==> config.mk <==
export PLATFORM = sky130hd
export DESIGN_NAME = uart_baud_gen
export DESIGN_NICKNAME = d
export VERILOG_FILES = /design/src/rtl/uart_pkg.sv /design/src/rtl/uart_frac_div.sv /design/src/rtl/uart_baud_gen.sv
export SDC_FILE = /design/constraint.sdc
export NUM_CORES = 1
export LEC_CHECK = 0
export BUFFER_PORTS_ARGS = -buffer_cell sky130_fd_sc_hd__buf_2
export CORE_ASPECT_RATIO = 0.8
export CORE_MARGIN = 3
export CORE_UTILIZATION = 40
export DETAILED_ROUTE_END_ITERATION = 16
export SLEW_MARGIN = 20
export SYNTH_ARGS = -nofsm -noshare
export SYNTH_HDL_FRONTEND = slang
export SYNTH_SLANG_ARGS = --single-unit
==> constraint.sdc <==
create_clock -name sys_clk -period 6.1 [get_ports sys_clk]
set_clock_uncertainty 0.2 [all_clocks]
set_input_delay 0.305 -clock sys_clk [delete_from_list [all_inputs] [get_ports sys_clk]]
set_output_delay 0.305 -clock sys_clk [all_outputs]
set_load 0.01 [all_outputs]
==> src/rtl/uart_pkg.sv <==
// Shared defaults, state encoding and the power-up divisor calculation
// for the UART baud-rate generator.
package uart_pkg;

    localparam int DEF_SYS_CLK_FREQ = 200_000_000;
    localparam int DEF_BAUD_RATE    = 19200;
    localparam int DEF_OVERSAMPLE   = 16;
    localparam int DEF_DIV_W        = 16;
    localparam int DEF_FRAC_W       = 4;

    typedef enum logic {
        IDLE = 1'b0,
        RUN  = 1'b1
    } state_t;

    // Rounded fixed-point divisor: sys_clk cycles per oversample tick, scaled by 2^frac_w.
    function automatic longint calc_def_div(input longint sys_clk_freq,
                                            input longint baud_rate,
                                            input longint oversample,
                                            input int     frac_w);
        longint num;
        longint den;
        num = sys_clk_freq << frac_w;
        den = baud_rate * oversample;
        return (2 * num + den) / (2 * den);
    endfunction

endpackage

==> src/rtl/uart_frac_div.sv <==
// Fractional cycle counter: fires every I cycles, or I+1 when the
// fraction accumulator carries.
module uart_frac_div
    import uart_pkg::*;
#(
    parameter int DIV_W  = DEF_DIV_W,
    parameter int FRAC_W = DEF_FRAC_W
) (
    input  logic                    clk,
    input  logic                    rst_n,
    input  logic                    run,
    input  logic                    clear,
    input  logic [DIV_W+FRAC_W-1:0] div,
    output logic                    fire
);

    logic [DIV_W-1:0]  int_part;
    logic [FRAC_W-1:0] frac_part;
    logic [DIV_W:0]    cnt_q;
    logic [FRAC_W-1:0] acc_q;
    logic [FRAC_W-1:0] acc_sum;
    logic              carry;
    logic [DIV_W:0]    last;

    assign int_part  = div[DIV_W+FRAC_W-1:FRAC_W];
    assign frac_part = div[FRAC_W-1:0];

    // The carry of the pending accumulation stretches the current period by one cycle.
    assign {carry, acc_sum} = {1'b0, acc_q} + {1'b0, frac_part};
    assign last = {1'b0, int_part} + (DIV_W+1)'(carry) - (DIV_W+1)'(1);
    assign fire = run && !clear && (cnt_q == last);

    always_ff @(posedge clk or negedge rst_n) begin
        if (!rst_n) begin
            cnt_q <= '0;
            acc_q <= '0;
        end else if (!run || clear) begin
            cnt_q <= '0;
            acc_q <= '0;
        end else if (cnt_q == last) begin
            cnt_q <= '0;
            acc_q <= acc_sum;
        end else begin
            cnt_q <= cnt_q + (DIV_W+1)'(1);
        end
    end

endmodule

==> src/rtl/uart_baud_gen.sv <==
// UART baud generator: oversample tick, slot index, mid-bit sample and
// bit-boundary strobes, with a shadowed divisor configuration handshake.
module uart_baud_gen
    import uart_pkg::*;
#(
    parameter int SYS_CLK_FREQ = DEF_SYS_CLK_FREQ,
    parameter int BAUD_RATE    = DEF_BAUD_RATE,
    parameter int OVERSAMPLE   = DEF_OVERSAMPLE,
    parameter int DIV_W        = DEF_DIV_W,
    parameter int FRAC_W       = DEF_FRAC_W
) (
    input  logic                            sys_clk,
    input  logic                            reset_n,
    input  logic                            enable,
    input  logic                            cfg_valid,
    input  logic [DIV_W+FRAC_W-1:0]         cfg_div,
    output logic                            cfg_ready,
    output logic                            cfg_err,
    input  logic                            rx_resync,
    output logic                            os_tick,
    output logic [$clog2(OVERSAMPLE)-1:0]   os_idx,
    output logic                            rx_sample,
    output logic                            tx_tick
);

    localparam int CFG_W = DIV_W + FRAC_W;
    localparam int IDX_W = $clog2(OVERSAMPLE);
    localparam logic [CFG_W-1:0] DEF_DIV =
        CFG_W'(calc_def_div(SYS_CLK_FREQ, BAUD_RATE, OVERSAMPLE, FRAC_W));
    localparam logic [IDX_W-1:0] HALF_IDX = IDX_W'(OVERSAMPLE / 2);

    state_t           state_q;
    state_t           state_d;
    logic             run;
    logic             fire;
    logic [IDX_W-1:0] idx_next;
    logic [CFG_W-1:0] div_q;
    logic [CFG_W-1:0] shadow_q;
    logic             pending_q;
    logic             accept;
    logic             bad_div;

    always_ff @(posedge sys_clk or negedge reset_n) begin
        if (!reset_n) state_q <= IDLE;
        else          state_q <= state_d;
    end

    always_comb begin
        state_d = state_q;
        case (state_q)
            IDLE:    if (enable)  state_d = RUN;
            RUN:     if (!enable) state_d = IDLE;
            default: state_d = IDLE;
        endcase
    end

    // Gating with enable keeps the strobes low on the edge that returns to IDLE.
    assign run      = (state_q == RUN) && enable;
    assign idx_next = os_idx + IDX_W'(1);

    uart_frac_div #(
        .DIV_W  (DIV_W),
        .FRAC_W (FRAC_W)
    ) u_frac_div (
        .clk   (sys_clk),
        .rst_n (reset_n),
        .run   (run),
        .clear (rx_resync),
        .div   (div_q),
        .fire  (fire)
    );

    always_ff @(posedge sys_clk or negedge reset_n) begin
        if (!reset_n) begin
            os_tick   <= 1'b0;
            tx_tick   <= 1'b0;
            rx_sample <= 1'b0;
            os_idx    <= '0;
        end else if (!run || rx_resync) begin
            os_tick   <= 1'b0;
            tx_tick   <= 1'b0;
            rx_sample <= 1'b0;
            os_idx    <= '0;
        end else begin
            os_tick   <= fire;
            tx_tick   <= fire && (idx_next == '0);
            rx_sample <= fire && (idx_next == HALF_IDX);
            if (fire) os_idx <= idx_next;
        end
    end

    assign cfg_ready = (state_q == IDLE) || !pending_q;
    assign accept    = cfg_valid && cfg_ready;
    assign bad_div   = cfg_div[CFG_W-1:FRAC_W] < DIV_W'(2);

    // A divisor accepted while running waits in the shadow until the next tick boundary.
    always_ff @(posedge sys_clk or negedge reset_n) begin
        if (!reset_n) begin
            div_q     <= DEF_DIV;
            shadow_q  <= '0;
            pending_q <= 1'b0;
            cfg_err   <= 1'b0;
        end else begin
            cfg_err <= accept && bad_div;
            if (state_q == IDLE) begin
                pending_q <= 1'b0;
                if (accept && !bad_div) div_q <= cfg_div;
                else if (pending_q)     div_q <= shadow_q;
            end else if (fire && pending_q) begin
                div_q     <= shadow_q;
                pending_q <= 1'b0;
            end else if (accept && !bad_div) begin
                shadow_q  <= cfg_div;
                pending_q <= 1'b1;
            end
        end
    end

endmodule

==> flow_summary.ini, run 1 <==
[run_status]
outcome = complete, but fails checks
violations = negative hold slack

[floorplanning]
area_of_the_die_um2 = 11090
ioPinCount = 34
coreArea_um2 = 9309
placementRows = 31
y_dimension_of_the_die_um = 94.81
die-width_um = 117.0
start_util_pct = 42.37

[setup_path]
setup.worst_path.end_class = register
path_common_cell = ha_1
cpPeakStageDelay_ns = 0.60
critPathKind = reg2reg
reg2regPathDepth = 14
critPathTopFamily = simple AND/OR/NAND/NOR gates
worst-path-stages = 14
critPathSlowestCell = nor4_4
startpoint_type = register
critPathRequiredTime_ns = 6.11
arrival_time_at_the_worst_endpoint_ns = 4.40
critPathBufInv = 1
critical_path_peak_fanout = 20
ordered_list_of_cells_on_the_worst_path = ha_1 -> fa_1 -> a21o_1 -> a21oi_1 -> ha_1 -> ha_1 -> or3b_2 -> o21ai_1 -> nand2_1 -> nand4bb_1 -> nor4_4 -> a31oi_2 -> buf_4 -> mux2_4

[routing]
drc = 0
initialDrtViolationCount = 118
drt_wl_total_mm = 7.866
dr_total_vias = 2716
drt-vias-per-instance = 5.400
drt-pass1-iter-count = 4
wl_per_cell_um = 15.64
number_of_antenna_violating_nets_in_the_routed_design = 0

[power]
leakage_nw = 2.015
pwr_density_cell_nw_per_um2 = 339.5
power_mw = 1.557
irDropWorstVdd_v = 0.0001733

[finish]
antennaDiodeCount = 0
final_core_utilization_pct = 49.27
final_nets = 418
area.growth.synth_to_final_pct = 16.31
final_area_um2 = 4587
fin_cells = 503
area_taken_by_flip_flops_and_latches_um2 = 1784
drive_above_1_share_pct = 30.93
multi_input_area_um2 = 2088
filler_cell_count = 862

[place]
detailedPlace.worstSlack_ns = 1.710
numPortBuffers = 33
detailed_place_hpwl_mm = 5.537
place_area_um2 = 4215
numPlacedInstances = 484
globalplace.congestion = 0.8329

[timing]
post-route-worst-setup-slack_ns = 1.714
max_freq_mhz = 228.0
final.hold.worst_slack_ns = -0.005690
period_share_pct = 71.91
finalSetupViolCount = 0
min_period_ns = 4.386
final-hold-violation-count = 6
drv_slew = 0
setup-tns-final_ns = 0
worst_slew_pin_slew_ns = 0.9407
maxSlewHeadroom_pct = 37.29
grt_setup_unrepaired = false

[logic_synthesis]
syn_nets = 380
synth-compound-area-share_pct = 4.378
post_synth_mux_area_share_pct = 18.56
largest_family_of_logic_cells_by_synthesized_area = multiplexers
cell_taking_the_most_area_after_synthesis = dfrtp_1
syn_area_um2 = 3944
synthDominantCellAreaShare_pct = 41.24
yosysWarningCount = 0
synth_edf_count = 0
synth_simple_gate_area_share_pct = 17.04
post-synth-top-count-cell = dfrtp_1
synth-seq-cells = 71
count_of_unique_library_cells_instantiated_by_yosys = 49
synth_async_sr_flop_share_pct = 100.0
yosys.area_share.adder_pct = 3.363
yosys-top-cells-count = dfrtp_1 (65), mux2_2 (37), nor2_1 (31)
postSynthCellCount = 345
most_area_consuming_cells_after_synthesis = dfrtp_1 (41%), mux2_2 (11%), mux2_4 (6.5%)
synth.avg_cell_area_um2 = 11.43
yosysSeqAreaShare_pct = 45.24
main_flop_type_after_synthesis = dfrtp_1
synth_xor_xnor_area_share_pct = 9.454

[global_routing]
grt.total_usage_pct = 15.62
first_global_vias = 2604
antenna_found_initial = 0
overflow = 0
grt_max_degree = 72
grt_pass1_wl_mm = 13.38

[flow_run]
max-cap-violations = 0

[clock_network]
clock_tree_from_tritoncts = done
ctsResizeCount = 0
cts_made_buffers = 9
clk_latency_worst_skew_pair_ns = 0.33
h-tree-depth = 3
cts-root-buf = clkbuf_16
clk_path_buf_depth = 2
cts.reportedPaths.clkPinSlew_ns = 0.06
numClockSinks = 71

[hold_path]
min_delay_worst_type = in2async
-- area by class of cell --
class	count	share of cell area (%)
flip-flops and latches	71	38.90
inverters	5	0.4092
multi-input cells	258	45.53
well taps	115	3.137
repair buffers	38	4.610
clock buffers	11	5.074
clock inverters	5	2.346
-- repair_timing --
action,4_1_cts,5_1_grt
setup buffers,0,0
endpoints found under the hold margin,2,0
hold buffers,2,0
-- state kept, by name, summed over array words and instances (netlist names) --
name	count
cfg_err	1
div_q	20
os_idx	4
os_tick	1
pending_q	1
rx_sample	1
shadow_q	20
state_q	1
tx_tick	1
u_frac_div.acc_q	4
u_frac_div.cnt_q	17
-- report_power, final --
group          switching, mW  leakage (nW)  internal [mW]
registers             0.0835         0.893          0.553
clock network          0.199         0.164          0.401
logic                  0.138         0.958          0.183
total                  0.420          2.01           1.14
-- cells by family (layout without fill, tap and decap cells) --
family / Yosys count / in the layout
AO/OA/AOI/OAI: 27 / 27
adder cells (fa/ha/maj): 10 / 10
multiplexers: 60 / 60
XOR/XNOR: 41 / 41
flip-flops: 71 / 71
buffers and inverters: 16 / 59
AND/OR/NAND/NOR: 120 / 120
-- placed cells by master, fill, tap and decap left out, types with 2 or more instances in the layout --
cell	n
a21oi_1	10
dfrtp_1	65
nor4_4	2
nor2_1	31
xor2_1	21
or3_1	2
nand4bb_1	2
buf_2	33
xnor2_1	19
nand3_1	11
nor3_1	6
o21ai_0	2
dfstp_2	6
clkbuf_1	2
mux2i_1	6
nand2b_1	2
mux2_2	37
buf_4	2
nor4_1	6
bufinv_16	3
o31ai_1	2
ha_1	9
a21o_1	4
o21ai_1	2
and3_1	3
or4_1	4
nand4_1	10
o211ai_1	3
nand4b_1	2
inv_1	5
mux2_4	17
clkbuf_16	9
clkinv_4	2
nand2_1	27
dlygate4sd3_1	2
and2_1	2
-- worst reg2reg max path: cells and delay by family (launching register included) --
kind                     cells  cell delay (ns)
adder cells (fa/ha/maj)      4             1.03
multiplexers                 1             0.34
AND/OR/NAND/NOR              4             1.41
buffers and inverters        1             0.28
flip-flops                   1             0.37
AO/OA/AOI/OAI                4             0.65
-- layer usage --
layer  GRT usage (%)  wire [um]  up-vias
li1                -          -     1319
met1           24.45       4226     1334
met2           20.41       3212       53
met3           3.972        315       10
met4           5.540        111        0
met5               0          0        -
-- final timing paths --
path | from | endpoint | slack [ns]
max in group asynchronous | reset_n | state_q$_DFF_PN0_ | 5.13
hold reg to reg | shadow_q[2]$_DFFE_PN0P_ | shadow_q[2]$_DFFE_PN0P_ | 0.30
setup / recovery | div_q[0]$_DFFE_PN1P_ | div_q[19]$_DFFE_PN0P_ | 1.71
min in group sys_clk | cfg_div[3] | shadow_q[3]$_DFFE_PN0P_ | 0.01
setup reg to reg | div_q[0]$_DFFE_PN1P_ | div_q[19]$_DFFE_PN0P_ | 1.71
hold / removal | reset_n | u_frac_div.cnt_q[12]$_DFF_PN0_ | -0.006
(Power assumes the default switching activity.)
==> run 2, diff against run 1 <==
clock period = 3.55 ns   (was 6.1 ns; I/O delays follow)
==> run 2 against run 1 <==
The flow finishes with violations (negative setup slack). Worst setup slack worse by 2.0 ns. Utilization up 6.6 points. Flip-flop and latch count unchanged. Critical path type unchanged. Highest routed layer unchanged.
==> flow_summary.ini, run 2 (synthesized netlist as in run 1, its figures left out) <==
[timing]
maxSlewHeadroom_pct = 37.12
final-hold-violation-count = 0
finalSetupViolCount = 48
final.hold.worst_slack_ns = 0.05474
post-route-worst-setup-slack_ns = -0.3110
max_freq_mhz = 259.0
min_period_ns = 3.861
grt_setup_unrepaired = true
setup-tns-final_ns = -8.160
worst_slew_pin_slew_ns = 0.9432
drv_slew = 0
period_share_pct = 108.8

[power]
leakage_nw = 2.307
power_mw = 2.657
irDropWorstVdd_v = 0.0003331
pwr_density_cell_nw_per_um2 = 511.1

[global_routing]
grt_pass1_wl_mm = 14.12
first_global_vias = 2790
grt.total_usage_pct = 16.77
antenna_found_initial = 0
overflow = 0
grt_max_degree = 72

[setup_path]
startpoint_type = register
arrival_time_at_the_worst_endpoint_ns = 3.88
critPathSlowestCell = or4b_4
setup.worst_path.end_class = register
cpPeakStageDelay_ns = 0.51
critPathKind = reg2reg
critPathRequiredTime_ns = 3.57
path_common_cell = ha_2
critical_path_peak_fanout = 5
ordered_list_of_cells_on_the_worst_path = ha_2 -> fa_2 -> a21o_1 -> a21oi_2 -> ha_2 -> or4b_4 -> nor3_2 -> xnor2_1 -> nand4bb_4 -> nor4_4 -> a31oi_4 -> buf_6 -> buf_16 -> mux2_4

[place]
globalplace.congestion = 0.7984
place_area_um2 = 4403
detailed_place_hpwl_mm = 5.867
numPortBuffers = 33

[finish]
filler_cell_count = 787
final_core_utilization_pct = 55.85
multi_input_area_um2 = 2275
reg_top3 = div_q x20, shadow_q x20, u_frac_div.cnt_q x17
final_nets = 460
final_area_um2 = 5199
area_taken_by_flip_flops_and_latches_um2 = 1784
antennaDiodeCount = 0
mostFrequentLayoutCell = dfrtp_1
area.growth.synth_to_final_pct = 31.82
mostFrequentLayoutCells = dfrtp_1 (65), mux2_2 (37), buf_2 (33), nor2_1 (31), dlygate4sd3_1 (23)
drive_above_1_share_pct = 40.00

[clock_network]
numClockSinks = 71
h-tree-depth = 3
clock_tree_from_tritoncts = done
cts_made_buffers = 9
cts-root-buf = clkbuf_16
cts.reportedPaths.clkPinSlew_ns = 0.06
clk_latency_worst_skew_pair_ns = 0.33
clk_path_buf_depth = 2

[floorplanning]
area_of_the_die_um2 = 11090
ioPinCount = 34
start_util_pct = 42.37
y_dimension_of_the_die_um = 94.81
coreArea_um2 = 9309
placementRows = 31
die-width_um = 117.0

[routing]
drt-vias-per-instance = 5.123
number_of_antenna_violating_nets_in_the_routed_design = 0
drt_wl_total_mm = 8.560
dr_total_vias = 2792
wl_per_cell_um = 15.71
drc = 0
drt-pass1-iter-count = 4
initialDrtViolationCount = 112

[run_status]
violations = negative setup slack
outcome = complete, but fails checks

[flow_run]
max-cap-violations = 0

[hold_path]
min_delay_worst_type = in2reg
[run 2: layer usage]
| layer | GRT usage (%) | routed length [um] |
|---|---|---|
| met1 | 24.64 | 4483 |
| met2 | 24.10 | 3660 |
| met3 | 5.637 | 322 |
| met4 | 3.343 | 93 |
| met5 | 0 | 0 |
[run 2: power by group]
| group | total, mW | switching, mW | internal, mW |
|---|---|---|---|
| Clock | 0.853 | 0.341 | 0.512 |
| Combinational | 0.700 | 0.296 | 0.405 |
| Sequential | 1.10 | 0.154 | 0.950 |
| Total | 2.66 | 0.791 | 1.87 |
[run 2: final timing paths]
path / from / to / slack, ns / cells after the start
worst min register to register: shadow_q[16]$_DFFE_PN0P_ / shadow_q[16]$_DFFE_PN0P_ / 0.30 / 1
max in group asynchronous: reset_n / shadow_q[2]$_DFFE_PN0P_ / 2.18 / 3
worst max-delay path: u_frac_div.acc_q[0]$_DFFE_PN0P_ / div_q[2]$_DFFE_PN0P_ / -0.31 / 14
worst min-delay path: rx_resync / u_frac_div.acc_q[2]$_DFFE_PN0P_ / 0.05 / 3
worst max register to register: u_frac_div.acc_q[0]$_DFFE_PN0P_ / div_q[2]$_DFFE_PN0P_ / -0.31 / 14
min in group asynchronous: reset_n / u_frac_div.cnt_q[16]$_DFF_PN0_ / 0.39 / 3
[run 2: metrics by stage]
| step | worst slack, ns | std cells |
|---|---|---|
| 6_report | -0.3110 | 545 |
| 5_1_grt | -0.4493 | 545 |
| 4_1_cts | -0.2837 | 543 |
| 3_5_place_dp | -0.2760 | 499 |
| 3_3_place_gp | -0.2269 | 499 |
| 2_1_floorplan | -0.1419 | 345 |
[run 2: worst max-delay path: cells and delay by family (launching register included)]
family	cells	cell delay (ns)
multiplexers	1	0.30
buffers and inverters	2	0.30
adder cells (fa/ha/maj)	3	0.75
AO/OA/AOI/OAI	3	0.42
XOR/XNOR	1	0.10
AND/OR/NAND/NOR	4	1.29
flip-flops	1	0.38
[run 2: cell type report]
cell class | count | share of cell area [%]
clock buffers | 12 | 4.934
clock inverters | 4 | 0.5535
inverters | 5 | 0.3610
multi-input cells | 258 | 43.75
flip-flops and latches | 71 | 34.32
well taps | 115 | 2.768
repair buffers | 80 | 13.31
[run 2: repair_timing]
item / 4_1_cts / 5_1_grt
setup buffers: 4 / 1
pin swaps: 6 / 15
gates resized for setup: 13 / 28
hold buffers: 23 / 0
cloned: 2 / 1
endpoints found under the setup margin: 48 / 49
endpoints found under the hold margin: 89 / 0
